File: config.mk
export PLATFORM = sky130hd
export DESIGN_NAME = hazard_scoreboard_flat
export DESIGN_NICKNAME = d
export VERILOG_FILES = /design/src/rtl/hazard_pkg.sv /design/src/rtl/hazard_scoreboard_if.sv /design/src/rtl/hazard_reg_countdown.sv /design/src/rtl/hazard_scoreboard.sv /design/src/flat_wrapper.sv
export SDC_FILE = /design/constraint.sdc
export NUM_CORES = 1
export LEC_CHECK = 0
export CAP_MARGIN = 40
export CORE_UTILIZATION = 46
export CTS_CLUSTER_SIZE = 25
export DETAILED_ROUTE_END_ITERATION = 6
export PLACE_DENSITY = 0.77
export SYNTH_ARGS = -nofsm -noshare
export SYNTH_HDL_FRONTEND = slang
export SYNTH_SLANG_ARGS = --single-unit
File: constraint.sdc
create_clock -name clk -period 6.8 [get_ports clk]
set_clock_uncertainty 0.15 [all_clocks]
set_input_delay 1.02 -clock clk [delete_from_list [all_inputs] [get_ports clk]]
set_output_delay 1.02 -clock clk [all_outputs]
set_load 0.05 [all_outputs]
File: src/rtl/hazard_pkg.sv
// Shared decode constants, instruction field positions and class decoder
// for the ID-stage hazard scoreboard.
package hazard_pkg;

  localparam int unsigned OPC_W  = 5;
  localparam int unsigned RD_LSB = 11;
  localparam int unsigned RS_LSB = 8;
  localparam int unsigned RT_LSB = 5;

  localparam logic [OPC_W-1:0] OP_LOAD    = 5'b10000;
  localparam logic [OPC_W-1:0] OP_STORE   = 5'b10001;
  localparam logic [2:0]       CLS_BRANCH = 3'b101;
  localparam logic [2:0]       CLS_JUMP   = 3'b111;
  localparam logic [2:0]       CLS_MEMRD  = 3'b100;

  typedef struct packed {
    logic load;
    logic store;
    logic branch;
    logic jump;
    logic reads_src;
  } dec_t;

  // Classify an opcode; reads_src covers ALU ops and memory ops that read rs/rt
  function automatic dec_t decode(input logic [OPC_W-1:0] op);
    dec_t d;
    d.load      = (op == OP_LOAD);
    d.store     = (op == OP_STORE);
    d.branch    = (op[4:2] == CLS_BRANCH);
    d.jump      = (op[4:2] == CLS_JUMP);
    d.reads_src = ~op[4] | (op[4:2] == CLS_MEMRD);
    return d;
  endfunction

endpackage

File: src/rtl/hazard_scoreboard_if.sv
// ID-stage hazard interface: instruction/branch status in, pipeline
// control and stall counter out.
interface hazard_scoreboard_if #(
  parameter int unsigned INSTR_W     = 19,
  parameter int unsigned STALL_CNT_W = 16
) ();

  logic [INSTR_W-1:0]     id_instr;
  logic                   id_valid;
  logic                   do_branch;
  logic                   pc_writebar;
  logic                   if_id_loadbar;
  logic                   if_id_flush;
  logic                   id_ex_flush;
  logic [STALL_CNT_W-1:0] stall_cycles;

  modport master (
    output id_instr, id_valid, do_branch,
    input  pc_writebar, if_id_loadbar, if_id_flush, id_ex_flush, stall_cycles
  );

  modport slave (
    input  id_instr, id_valid, do_branch,
    output pc_writebar, if_id_loadbar, if_id_flush, id_ex_flush, stall_cycles
  );

endinterface

File: src/rtl/hazard_reg_countdown.sv
// One scoreboard entry: loads LOAD_VAL on set, otherwise counts down to
// zero; busy while nonzero.
module hazard_reg_countdown #(
  parameter int unsigned CNT_W    = 1,
  parameter int unsigned LOAD_VAL = 1
) (
  input  logic clk,
  input  logic rst,
  input  logic i_set,
  output logic o_busy
);

  logic [CNT_W-1:0] r_cnt;

  // A new load overrides any countdown still in flight
  always_ff @(posedge clk) begin
    if (rst) begin
      r_cnt <= '0;
    end else if (i_set) begin
      r_cnt <= CNT_W'(LOAD_VAL);
    end else if (r_cnt != '0) begin
      r_cnt <= r_cnt - CNT_W'(1);
    end
  end

  assign o_busy = (r_cnt != '0);

endmodule

File: src/rtl/hazard_scoreboard.sv
// ID-stage hazard unit: per-register load scoreboard with multi-cycle
// load-use stall, branch/jump front-end flush and saturating stall counter.
module hazard_scoreboard
  import hazard_pkg::*;
#(
  parameter int unsigned INSTR_W        = 19,
  parameter int unsigned REG_ADDR_W     = 3,
  parameter int unsigned LOAD_LATENCY   = 1,
  parameter int unsigned BRANCH_PENALTY = 1,
  parameter int unsigned STALL_CNT_W    = 16
) (
  input  logic                clk,
  input  logic                rst,
  hazard_scoreboard_if.slave  bus
);

  localparam int unsigned NREG  = 2 ** REG_ADDR_W;
  localparam int unsigned CNT_W = $clog2(LOAD_LATENCY + 1);
  localparam int unsigned PEN_W = 2;

  logic [OPC_W-1:0]       w_op;
  logic [REG_ADDR_W-1:0]  w_rd;
  logic [REG_ADDR_W-1:0]  w_rs;
  logic [REG_ADDR_W-1:0]  w_rt;
  dec_t                   w_dec;
  logic [NREG-1:0]        w_busy;
  logic                   w_in_pen;
  logic                   w_eff_valid;
  logic                   w_src_busy;
  logic                   w_stall;
  logic                   w_issue;
  logic                   w_load_issue;
  logic                   w_trig;
  logic                   w_unused;

  logic [PEN_W-1:0]       r_pen_cnt;
  logic [STALL_CNT_W-1:0] r_stall_cnt;

  assign w_op  = bus.id_instr[INSTR_W-1 -: OPC_W];
  assign w_rd  = bus.id_instr[RD_LSB +: REG_ADDR_W];
  assign w_rs  = bus.id_instr[RS_LSB +: REG_ADDR_W];
  assign w_rt  = bus.id_instr[RT_LSB +: REG_ADDR_W];
  assign w_dec = decode(w_op);

  // Stores are ordinary source readers; their rd (store data) is forwarded in MEM
  assign w_unused = ^{bus.id_instr[RT_LSB-1:0], w_dec.store};

  // Register 0 is hardwired zero and never pending
  assign w_busy[0] = 1'b0;

  for (genvar g = 1; g < NREG; g++) begin : g_reg
    hazard_reg_countdown #(
      .CNT_W    (CNT_W),
      .LOAD_VAL (LOAD_LATENCY)
    ) u_cnt (
      .clk    (clk),
      .rst    (rst),
      .i_set  (w_load_issue && (w_rd == REG_ADDR_W'(g))),
      .o_busy (w_busy[g])
    );
  end

  // While the penalty counter runs, ID holds a flushed bubble
  assign w_in_pen     = (r_pen_cnt != '0);
  assign w_eff_valid  = bus.id_valid & ~w_in_pen;
  assign w_src_busy   = ((w_rs != '0) && w_busy[w_rs]) || ((w_rt != '0) && w_busy[w_rt]);
  assign w_stall      = w_eff_valid & w_dec.reads_src & w_src_busy;
  assign w_issue      = w_eff_valid & ~w_stall;
  assign w_load_issue = w_issue & w_dec.load;
  assign w_trig       = w_issue & (w_dec.jump | (w_dec.branch & bus.do_branch));

  // Pipeline control, forced quiet while in reset
  always_comb begin
    bus.pc_writebar   = 1'b0;
    bus.if_id_loadbar = 1'b0;
    bus.id_ex_flush   = 1'b0;
    bus.if_id_flush   = 1'b0;
    if (!rst) begin
      bus.pc_writebar   = w_stall;
      bus.if_id_loadbar = w_stall;
      bus.id_ex_flush   = w_stall;
      bus.if_id_flush   = w_trig | w_in_pen;
    end
  end

  // Penalty countdown covers the flush cycles after the trigger cycle
  always_ff @(posedge clk) begin
    if (rst) begin
      r_pen_cnt <= '0;
    end else if (w_trig) begin
      r_pen_cnt <= PEN_W'(BRANCH_PENALTY - 1);
    end else if (w_in_pen) begin
      r_pen_cnt <= r_pen_cnt - PEN_W'(1);
    end
  end

  always_ff @(posedge clk) begin
    if (rst) begin
      r_stall_cnt <= '0;
    end else if (w_stall && (r_stall_cnt != '1)) begin
      r_stall_cnt <= r_stall_cnt + STALL_CNT_W'(1);
    end
  end

  assign bus.stall_cycles = r_stall_cnt;

endmodule

File: src/flat_wrapper.sv
// flat-port wrapper written by rule: the top's interface ports become plain ports
module hazard_scoreboard_flat import hazard_pkg::*;
#(
  parameter int unsigned INSTR_W        = 19,
  parameter int unsigned REG_ADDR_W     = 3,
  parameter int unsigned LOAD_LATENCY   = 1,
  parameter int unsigned BRANCH_PENALTY = 1,
  parameter int unsigned STALL_CNT_W    = 16
)
  (clk, rst, bus_id_instr, bus_id_valid, bus_do_branch, bus_pc_writebar, bus_if_id_loadbar, bus_if_id_flush, bus_id_ex_flush, bus_stall_cycles);
  hazard_scoreboard_if #(.INSTR_W(INSTR_W), .STALL_CNT_W(STALL_CNT_W)) bus_i ();
  input  logic clk;
  input  logic rst;
  input wire logic [$bits(bus_i.id_instr)-1:0] bus_id_instr;
  input wire logic [$bits(bus_i.id_valid)-1:0] bus_id_valid;
  input wire logic [$bits(bus_i.do_branch)-1:0] bus_do_branch;
  output wire logic [$bits(bus_i.pc_writebar)-1:0] bus_pc_writebar;
  output wire logic [$bits(bus_i.if_id_loadbar)-1:0] bus_if_id_loadbar;
  output wire logic [$bits(bus_i.if_id_flush)-1:0] bus_if_id_flush;
  output wire logic [$bits(bus_i.id_ex_flush)-1:0] bus_id_ex_flush;
  output wire logic [$bits(bus_i.stall_cycles)-1:0] bus_stall_cycles;
  assign bus_i.id_instr = bus_id_instr;
  assign bus_i.id_valid = bus_id_valid;
  assign bus_i.do_branch = bus_do_branch;
  assign bus_pc_writebar = bus_i.pc_writebar;
  assign bus_if_id_loadbar = bus_i.if_id_loadbar;
  assign bus_if_id_flush = bus_i.if_id_flush;
  assign bus_id_ex_flush = bus_i.id_ex_flush;
  assign bus_stall_cycles = bus_i.stall_cycles;
  hazard_scoreboard #(.INSTR_W(INSTR_W), .REG_ADDR_W(REG_ADDR_W), .LOAD_LATENCY(LOAD_LATENCY), .BRANCH_PENALTY(BRANCH_PENALTY), .STALL_CNT_W(STALL_CNT_W)) u_core (.clk(clk), .rst(rst), .bus(bus_i));
endmodule
==> results of run 1 <==
cell usage in the layout, fill, tap and decap left out, types with 2 or more instances in the layout:
cell type                         count
sky130_fd_sc_hd__nor3_1               2
sky130_fd_sc_hd__ha_1                 2
sky130_fd_sc_hd__or4_1                7
sky130_fd_sc_hd__nand2_1              5
sky130_fd_sc_hd__nor2b_1             10
sky130_fd_sc_hd__a21oi_1             10
sky130_fd_sc_hd__mux2i_1              4
sky130_fd_sc_hd__and4_1               2
sky130_fd_sc_hd__nor2_1              15
sky130_fd_sc_hd__and3_1               4
sky130_fd_sc_hd__nand4_1              5
sky130_fd_sc_hd__o31ai_1              7
sky130_fd_sc_hd__nor3_2               4
sky130_fd_sc_hd__a221o_1              2
sky130_fd_sc_hd__nand3_1             10
sky130_fd_sc_hd__dfxtp_1             25
sky130_fd_sc_hd__nand2b_1             4
sky130_fd_sc_hd__or3_1                3
sky130_fd_sc_hd__clkdlybuf4s50_1     37
sky130_fd_sc_hd__inv_1                2
sky130_fd_sc_hd__clkbuf_4             3
sky130_fd_sc_hd__nor4_1               3
sky130_fd_sc_hd__mux2_4               8
sky130_fd_sc_hd__o21ai_1              2
sky130_fd_sc_hd__nor4b_2              4
layer usage:
| layer | vias up | global-route usage (%) | share of wire, % |
|---|---|---|---|
| met5 | - | 0 | 0 |
| met2 | 25 | 35.31 | 49 |
| li1 | 680 | - | - |
| met3 | 2 | 4.585 | 3.6 |
| met1 | 643 | 23.82 | 46 |
| met4 | 0 | 2.990 | 0.37 |
layout make-up:
type,instances,share of cell area [%]
tap,44,2.863
inverter,2,0.3904
multi-input combinational,127,49.64
clock buffer,3,1.171
timing repair buffer,38,19.65
sequential,25,26.02
clock inverter,1,0.2602
worst max-delay path, cell delays in order:
cell and delay [ns]:
sky130_fd_sc_hd__clkdlybuf4s50_1 0.54, sky130_fd_sc_hd__mux2_4 0.31, sky130_fd_sc_hd__a221o_1 0.38, sky130_fd_sc_hd__a32oi_4 0.72
sky130_fd_sc_hd__nor3_1 0.15, sky130_fd_sc_hd__clkdlybuf4s50_1 0.75
logic make-up (layout without fill, tap and decap cells):
| logic type | count (synthesis) | count (layout) | synth area share (%) |
|---|---|---|---|
| muxes | 14 | 14 | 11.99 |
| AOI/OAI and AO/OA | 24 | 24 | 12.07 |
| and+or+nand+nor | 87 | 87 | 36.95 |
| DFF | 25 | 25 | 32.84 |
| buffers and inverters | 11 | 44 | 4.515 |
| adders and majority gates | 2 | 2 | 1.642 |
state kept, by name, indices dropped and copies added, names as in the netlist:
name	flops
u_core.g.u_cnt.o_busy	7
u_core.r_pen_cnt	2
u_core.bus.stall_cycles	16
power by group:
group / internal (mW) / total [mW] / switching (mW) / leakage, nW
clock network: 0.0220 / 0.0674 / 0.0454 / 0.0177
logic: 0.0189 / 0.0438 / 0.0248 / 0.414
registers: 0.147 / 0.148 / 0.000859 / 0.201
synthesized netlist by cell type, types with 2 or more instances:
master,number
sky130_fd_sc_hd__nor4_1,3
sky130_fd_sc_hd__mux2i_1,4
sky130_fd_sc_hd__or3_1,3
sky130_fd_sc_hd__nor2b_1,10
sky130_fd_sc_hd__and3_1,4
sky130_fd_sc_hd__clkbuf_1,2
sky130_fd_sc_hd__or4_1,7
sky130_fd_sc_hd__inv_1,2
sky130_fd_sc_hd__ha_1,2
sky130_fd_sc_hd__nand3_1,10
sky130_fd_sc_hd__a21oi_1,10
sky130_fd_sc_hd__and4_1,2
sky130_fd_sc_hd__nor4b_2,4
sky130_fd_sc_hd__dfxtp_1,25
sky130_fd_sc_hd__buf_6,2
sky130_fd_sc_hd__nor3_2,4
sky130_fd_sc_hd__buf_4,3
sky130_fd_sc_hd__mux2_4,8
sky130_fd_sc_hd__o21ai_1,2
sky130_fd_sc_hd__nand4_1,5
sky130_fd_sc_hd__o31ai_1,7
sky130_fd_sc_hd__nor3_1,2
sky130_fd_sc_hd__nand2_1,5
sky130_fd_sc_hd__nand2b_1,4
sky130_fd_sc_hd__a221o_1,2
sky130_fd_sc_hd__nor2_1,15
worst paths after layout:
kind                                          start                          to  slack, ns  depth (start not counted)
worst max-delay path               bus_id_instr[10]             bus_id_ex_flush       1.75                          6
worst min register to register  u_core.r_pen_cnt[1]         u_core.r_pen_cnt[1]       0.36                          2
worst max register to register  u_core.r_pen_cnt[0]  u_core.bus.stall_cycles[6]       4.28                          6
worst min-delay path            u_core.r_pen_cnt[1]         u_core.r_pen_cnt[1]       0.36                          2
==> results.yml, run 1 <==
logic_synthesis:
  top_area_cell_type_share_of_the_netlist_area_pct: 32.84
  synth_edf_count: 0
  synth_cell_type_count: 42
  syn_area_mm2: 0.001524
  yosys-top-cells-area: "sky130_fd_sc_hd__dfxtp_1, sky130_fd_sc_hd__mux2_4, sky130_fd_sc_hd__nor2b_1"
  synth_top_flop_cell: "sky130_fd_sc_hd__dfxtp_1"
  postSynthRegisterBits: 25
  post_synth.cell_area_avg_um2: 9.349
  async_reset_ff_share_pct: 0
  post-synth-top-area-cell: "sky130_fd_sc_hd__dfxtp_1"
  yosys_warnings: 0
  yosysSeqAreaShare_pct: 32.84
  synthesis.instances: 163
  mappedNetlistNets: 188
power_and_ir_drop:
  p_leak_nw: 0.6327
  design_power_total_mw: 0.2592
  peakVddDrop_v: 0.0001395
  power-per-cell-area_mw_per_mm2: 134.8
place:
  dp.cells: 236
  dp_worst_setup_slack_ns: 1.758
  detailed_place_hpwl_um: 2345
  placement.io_buffers: 37
  finalWeightedCongestion: 0.7096
  post_dp_cell_area_mm2: 0.001896
grt:
  first_global_vias: 1197
  grt_pass1_wl_um: 5264
  grtUsageTotal_pct: 19.52
  antenna_found_initial: 0
  globalRouteOverflowTotal: 0
  largest_net_degree_at_the_start_of_global_routing: 30
sta:
  max_slew.worst_pin.slew_ns: 0.8197
  setup_total_negative_slack_ns: 0
  slew_headroom_pct: 45.35
  hold_slack_ns: 0.3551
  final_period_util_pct: 74.27
  finalCriticalPeriod_ns: 5.051
  timing.final.max_slew_violations: 0
  report.final.setup_viol: 0
  timing_hold_violations_final: 0
  max_freq_mhz: 198.0
  grt_setup_unrepaired: "no"
  setup_slack_ns: 1.749
routing:
  firstDrtPassIters: 4
  post-route-drc-count: 0
  routed_wl_um: 3228
  via_per_instance_ratio: 5.625
  routed-via-count: 1350
  drt-wirelength-per-cell_um: 13.45
  initial_drc_count: 35
  ant_nets: 0
floorplan:
  rows: 20
  die_width_um: 59.56
  design.die.area_mm2: 0.003547
  num_io_pins: 43
  start_util_pct: 49.11
  fp.coreArea_mm2: 0.003103
  die_h_um: 59.56
cts:
  clock_tree.buffer_depth: 2
  cts_inserted_buffers: 3
  clk_root_buffer_cell: "sky130_fd_sc_hd__clkbuf_4"
  cts_post_setup_buffers_inserted: 0
  cts.htree.levels: 1
  clock_pin_slew_reported_for_the_worst_setup_and_hold_paths_after_clock_tree_synthesis_ns: 0.13
  post_cts_resized: 0
  tritoncts: "built"
  postCtsHoldBufs: 0
  clock-sinks: 25
  clock_insertion_delay_worst_skew_ns: 0.32
run:
  cap_viol_max_count: 0
layout:
  layout.core_utilization_pct: 61.98
  fill_cells: 280
  final-seq-area_um2: 500.5
  instances_no_fill: 240
  diodes: 0
  synthToLayoutAreaGrowth_pct: 26.19
  multi_input_area_um2: 954.7
  share_of_layout_cells_above_drive_strength_1_pct: 13.27
  postLayoutCellArea_mm2: 0.001923
  final_net_count: 222
worst_setup_path:
  crit_required_ns: 5.63
  cp_data_arrival_time_ns: 3.88
  max_fo_critical_path: 25
  worst_setup_path_end_kind: "primary output"
  crit_type: "input pin to primary output"
  setup_crit_start_kind: "input pin"
status:
  outcome: "finished clean"
min_path:
  hold_path_class: "register to register"
(Power assumes the default switching activity.)
==> run 2: changes to the inputs <==
clock period = 5 ns   (was 6.8 ns; I/O delays follow)
==> run 2 against run 1 <==
First-iteration DRC count is 29% higher. Die area unchanged. Sequential cell count unchanged. Global-route usage increased by 0.35 points.
==> results.yml, run 2 (same netlist as run 1, synthesis figures left out) <==
sta:
  timing.final.max_slew_violations: 0
  finalCriticalPeriod_ns: 4.066
  timing_hold_violations_final: 0
  max_freq_mhz: 245.9
  grt_setup_unrepaired: "no"
  final_period_util_pct: 81.32
  slew_headroom_pct: 65.46
  max_slew.worst_pin.slew_ns: 0.5166
  report.final.setup_viol: 0
  setup_total_negative_slack_ns: 0
layout:
  final_net_count: 223
  synthToLayoutAreaGrowth_pct: 26.85
  final_cell_mix: "sky130_fd_sc_hd__clkdlybuf4s50_1, sky130_fd_sc_hd__dfxtp_1, sky130_fd_sc_hd__nor2_1"
  fill_cells: 268
  share_of_layout_cells_above_drive_strength_1_pct: 13.71
  final_common_cell: "sky130_fd_sc_hd__clkdlybuf4s50_1"
  largest_register_ff_count: 16
  diodes: 0
grt:
  grt-busiest-layer: "met2"
  globalRouteOverflowTotal: 0
  largest_net_degree_at_the_start_of_global_routing: 30
  global_route.usage.met1_pct: 23.62
  grtUsageTotal_pct: 19.86
  grt_use_met3_pct: 3.712
  grt_pass1_wl_um: 5402
  grt_util_met2_pct: 35.47
  first_global_vias: 1250
  antenna_found_initial: 0
floorplan:
  num_io_pins: 43
  fp.coreArea_mm2: 0.003103
  design.die.area_mm2: 0.003547
  die_h_um: 59.56
  die_width_um: 59.56
  rows: 20
  start_util_pct: 49.11
cts:
  tritoncts: "built"
  cts_post_setup_buffers_inserted: 0
  clock_tree.buffer_depth: 2
  clk_root_buffer_cell: "sky130_fd_sc_hd__clkbuf_4"
  post_cts_resized: 0
  clock-sinks: 25
  clock_pin_slew_reported_for_the_worst_setup_and_hold_paths_after_clock_tree_synthesis_ns: 0.13
  cts.htree.levels: 1
  clock_insertion_delay_worst_skew_ns: 0.32
  postCtsHoldBufs: 0
  cts_inserted_buffers: 3
routing:
  routed-via-count: 1350
  drt-wirelength-per-cell_um: 13.43
  routed_wl_um: 3237
  ant_nets: 0
  post-route-drc-count: 0
  initial_drc_count: 45
  via_per_instance_ratio: 5.602
  firstDrtPassIters: 4
place:
  finalWeightedCongestion: 0.7279
  detailed_place_hpwl_um: 2416
  placement.io_buffers: 37
run:
  cap_viol_max_count: 0
status:
  outcome: "finished clean"
power_and_ir_drop:
  peakVddDrop_v: 0.00008137
  design_power_total_mw: 0.3548
  power-per-cell-area_mw_per_mm2: 183.5
  p_leak_nw: 0.6337
worst_setup_path:
  crit_required_ns: 4.10
  crit_type: "input pin to primary output"
  cp_data_arrival_time_ns: 3.17
  critical-path-top-cell-by-count: "sky130_fd_sc_hd__clkdlybuf4s50_1"
  setup_crit_start_kind: "input pin"
  worst_path_max_delay_cell: "sky130_fd_sc_hd__clkdlybuf4s50_1"
  worst_setup_path_end_kind: "primary output"
  worst_path_largest_cell_delay_ns: 0.88
  cp_cell_sequence: "clkdlybuf4s50_1 > o21ai_1 > nand3_1 > nor3_1 > clkdlybuf4s50_1"
  max_fo_critical_path: 14
min_path:
  hold_path_class: "register to register"
## run 2: cell count changes in the layout (fill, tap and decap cells not counted), sizes merged
cell and change:
buf +1, clkinvlp +1, clkinv -1
## run 2: power by group
part,switching [mW],internal [mW]
clock,0.0623,0.0306
sequential,0.00108,0.200
combinational,0.0339,0.0267
total,0.0973,0.257
## run 2: area by class of cell
cell class,count,area (µm²),share of cell area [%]
tap,44,55.05,2.848
sequential,25,500.5,25.89
multi-input combinational,127,954.7,49.39
timing repair buffer,39,385.4,19.94
clock inverter,1,7.507,0.3884
inverter,2,7.507,0.3884
clock buffer,3,22.52,1.165
## run 2: worst paths after layout
path / slack [ns] / endpoint / startpoint / cells past startpoint
min reg2reg: 0.36 / u_core.bus.stall_cycles[15] / u_core.bus.stall_cycles[15] / 2
max reg2reg: 2.47 / u_core.bus.stall_cycles[6] / u_core.r_pen_cnt[0] / 6
min: 0.36 / u_core.bus.stall_cycles[15] / u_core.bus.stall_cycles[15] / 2
max: 0.93 / bus_pc_writebar / bus_id_instr[16] / 5
## run 2: through the flow
| stage | area, µm² | utilization (%) | hold slack [ns] | setup slack [ns] | instances |
|---|---|---|---|---|---|
| floorplan | 1524 | - | 0.3044 | 1.169 | 163 |
| global placement | 1903 | 61.33 | 0.3186 | 1.017 | 237 |
| detailed placement | 1903 | 61.33 | 0.3348 | 0.9343 | 237 |
| CTS | 1933 | 62.30 | 0.3629 | 0.9235 | 241 |
| global route | 1933 | 62.30 | 0.3971 | 0.7385 | 241 |
| finish | 1933 | 62.30 | 0.3642 | 0.9338 | 241 |
## run 2: routing by layer
layer	vias up	routed length (µm)
met2	29	1602
met5	-	0
li1	681	-
met1	635	1450
met4	0	40
met3	5	144
## run 2: worst max-delay path: cells and delay by family
| kind | cells | cell delay, ns |
|---|---|---|
| compound gates | 1 | 0.20 |
| buf+inv | 2 | 1.32 |
| simple gates | 2 | 0.89 |
==> run 3: changes to the inputs <==
CORE_UTILIZATION = 43   (was 46)
PLACE_DENSITY = 0.76   (was 0.77)
clock period = 3.53 ns   (was 5 ns; I/O delays follow)
==> run 3 against run 2 <==
Global-route usage decreased by 1.6 points. Largest power group unchanged. Sequential cell count did not move. Non-clock buffer count is the same. First-iteration DRC count fell by 8.9%. Final cell count up 0.83%. Wire length down 0.86%.
==> results.yml, run 3 (same netlist as run 1, synthesis figures left out) <==
status:
  outcome: "finished clean"
floorplan:
  num_io_pins: 43
  die_width_um: 61.53
  design.die.area_mm2: 0.003786
  start_util_pct: 45.31
  die_h_um: 61.53
  rows: 21
  fp.coreArea_mm2: 0.003363
sta:
  max_freq_mhz: 329.7
  grt_setup_unrepaired: "no"
  timing.final.max_slew_violations: 0
  finalCriticalPeriod_ns: 3.033
  final_period_util_pct: 85.92
  setup_total_negative_slack_ns: 0
  max_slew.worst_pin.slew_ns: 0.5441
  slew_headroom_pct: 63.73
  report.final.setup_viol: 0
  timing_hold_violations_final: 0
  setup_slack_ns: 0.4970
cts:
  clk_root_buffer_cell: "sky130_fd_sc_hd__clkbuf_4"
  clock_insertion_delay_worst_skew_ns: 0.32
  clock_tree.buffer_depth: 2
  tritoncts: "built"
  cts_post_setup_buffers_inserted: 0
  cts.htree.levels: 1
  cts_inserted_buffers: 3
  postCtsHoldBufs: 0
  clock_pin_slew_reported_for_the_worst_setup_and_hold_paths_after_clock_tree_synthesis_ns: 0.13
  clock-sinks: 25
  post_cts_resized: 0
worst_setup_path:
  crit_required_ns: 2.85
  timing.rr.end: "u_core.bus.stall_cycles[6]"
  worst_setup_path_end_kind: "primary output"
  launching_point_of_the_worst_reg2reg_path: "u_core.r_pen_cnt[0]"
  max_fo_critical_path: 4
  crit_type: "input pin to primary output"
  cp_cell_sequence: "clkdlybuf4s50_1 > mux2_4 > a221o_1 > a32oi_4 > nor3_1 > buf_4"
  worst_path_largest_cell_delay_ns: 0.54
  worst_path_max_delay_cell: "sky130_fd_sc_hd__clkdlybuf4s50_1"
  critical_path_buf_inv_count: 2
  path_delay_family: "buffers and inverters"
  setup_crit_start_kind: "input pin"
  flop_to_flop_setup_slack_ns: 1.01
  cp_data_arrival_time_ns: 2.35
  ff2ff_path_depth: 6
layout:
  fill_cells: 315
  share_of_layout_cells_above_drive_strength_1_pct: 14.72
  final_common_cell: "sky130_fd_sc_hd__clkdlybuf4s50_1"
  synthToLayoutAreaGrowth_pct: 26.27
  final_cell_mix: "sky130_fd_sc_hd__clkdlybuf4s50_1, sky130_fd_sc_hd__dfxtp_1, sky130_fd_sc_hd__nor2_1"
  largest_register_ff_count: 16
  final_net_count: 223
  diodes: 0
grt:
  grtUsageTotal_pct: 18.31
  globalRouteOverflowTotal: 0
  antenna_found_initial: 0
  grt_pass1_wl_um: 5099
  first_global_vias: 1257
  largest_net_degree_at_the_start_of_global_routing: 29
place:
  placement.io_buffers: 37
  detailed_place_hpwl_um: 2392
  finalWeightedCongestion: 0.7646
  dp_worst_setup_slack_ns: 0.4662
run:
  cap_viol_max_count: 0
min_path:
  hold_end: "u_core.bus.stall_cycles[14]"
  hold_path_class: "register to register"
  worstHoldPathCells: 2
  worst_hold_startpoint: "u_core.bus.stall_cycles[14]"
routing:
  firstDrtPassIters: 4
  routed_wl_um: 3209
  routed-via-count: 1345
  ant_nets: 0
  initial_drc_count: 41
  post-route-drc-count: 0
  drt-wirelength-per-cell_um: 13.21
  via_per_instance_ratio: 5.535
power_and_ir_drop:
  peakVddDrop_v: 0.0001620
  power-per-cell-area_mw_per_mm2: 258.9
  p_leak_nw: 0.6405
  design_power_total_mw: 0.4981
[run 3: cell count changes in the layout (fill, tap and decap cells not counted), sizes merged]
cell and change:
buf +3, clkbuf +1, clkdlybuf4s50 -3, clkinvlp -1
[run 3: per-stage QoR]
stage	hold WS [ns]	area [µm²]	cells	util, %
after CTS	0.3600	1924	243	57.22
after detailed placement	0.3420	1898	239	56.44
final	0.3592	1924	243	57.22
after global placement	0.3173	1898	239	56.44
after global routing	0.3872	1924	243	57.22
after floorplan	0.3044	1524	163	-
[run 3: worst max-delay path by stage]
stage	slack, ns	startpoint	endpoint	cells past startpoint
3_3_place_gp	0.52	bus_id_instr[10]	bus_id_ex_flush	6
4_1_cts	0.48	bus_id_instr[10]	bus_if_id_loadbar	6
3_5_place_dp	0.47	bus_id_instr[16]	u_core.bus.stall_cycles[6]	6
2_1_floorplan	0.14	bus_id_instr[10]	bus_if_id_loadbar	6
6_report	0.50	bus_id_instr[10]	bus_if_id_loadbar	6
5_1_grt	0.42	bus_id_instr[16]	bus_id_ex_flush	5
[run 3: per-layer routing]
metal	vias up	wire length [µm]	global-route usage (%)
met4	0	76	8.571
met1	624	1472	21.36
met2	32	1538	32.41
met3	8	121	3.151
li1	681	-	-
met5	-	0	0
[run 3: tightest hold or removal path, delay by kind of cell, from the launching register on]
| family | cells | cell delay, ns |
|---|---|---|
| AO/OA/AOI/OAI | 2 | 0.12 |
| flip-flops | 1 | 0.35 |
[run 3: area by class of cell]
type,count,area (µm²),share of cell area (%)
multi-input cells,127,954.7,49.61
clock buffers,4,26.28,1.365
repair buffers,39,377.9,19.64
inverters,2,7.507,0.3901
flip-flops and latches,25,500.5,26.01
well taps,46,57.56,2.991
[run 3: report_power, final]
part	switching (mW)	internal, mW	total [mW]
Sequential	0.00163	0.283	0.285
Combinational	0.0485	0.0374	0.0858
Clock	0.0830	0.0443	0.127
Total	0.133	0.365	0.498
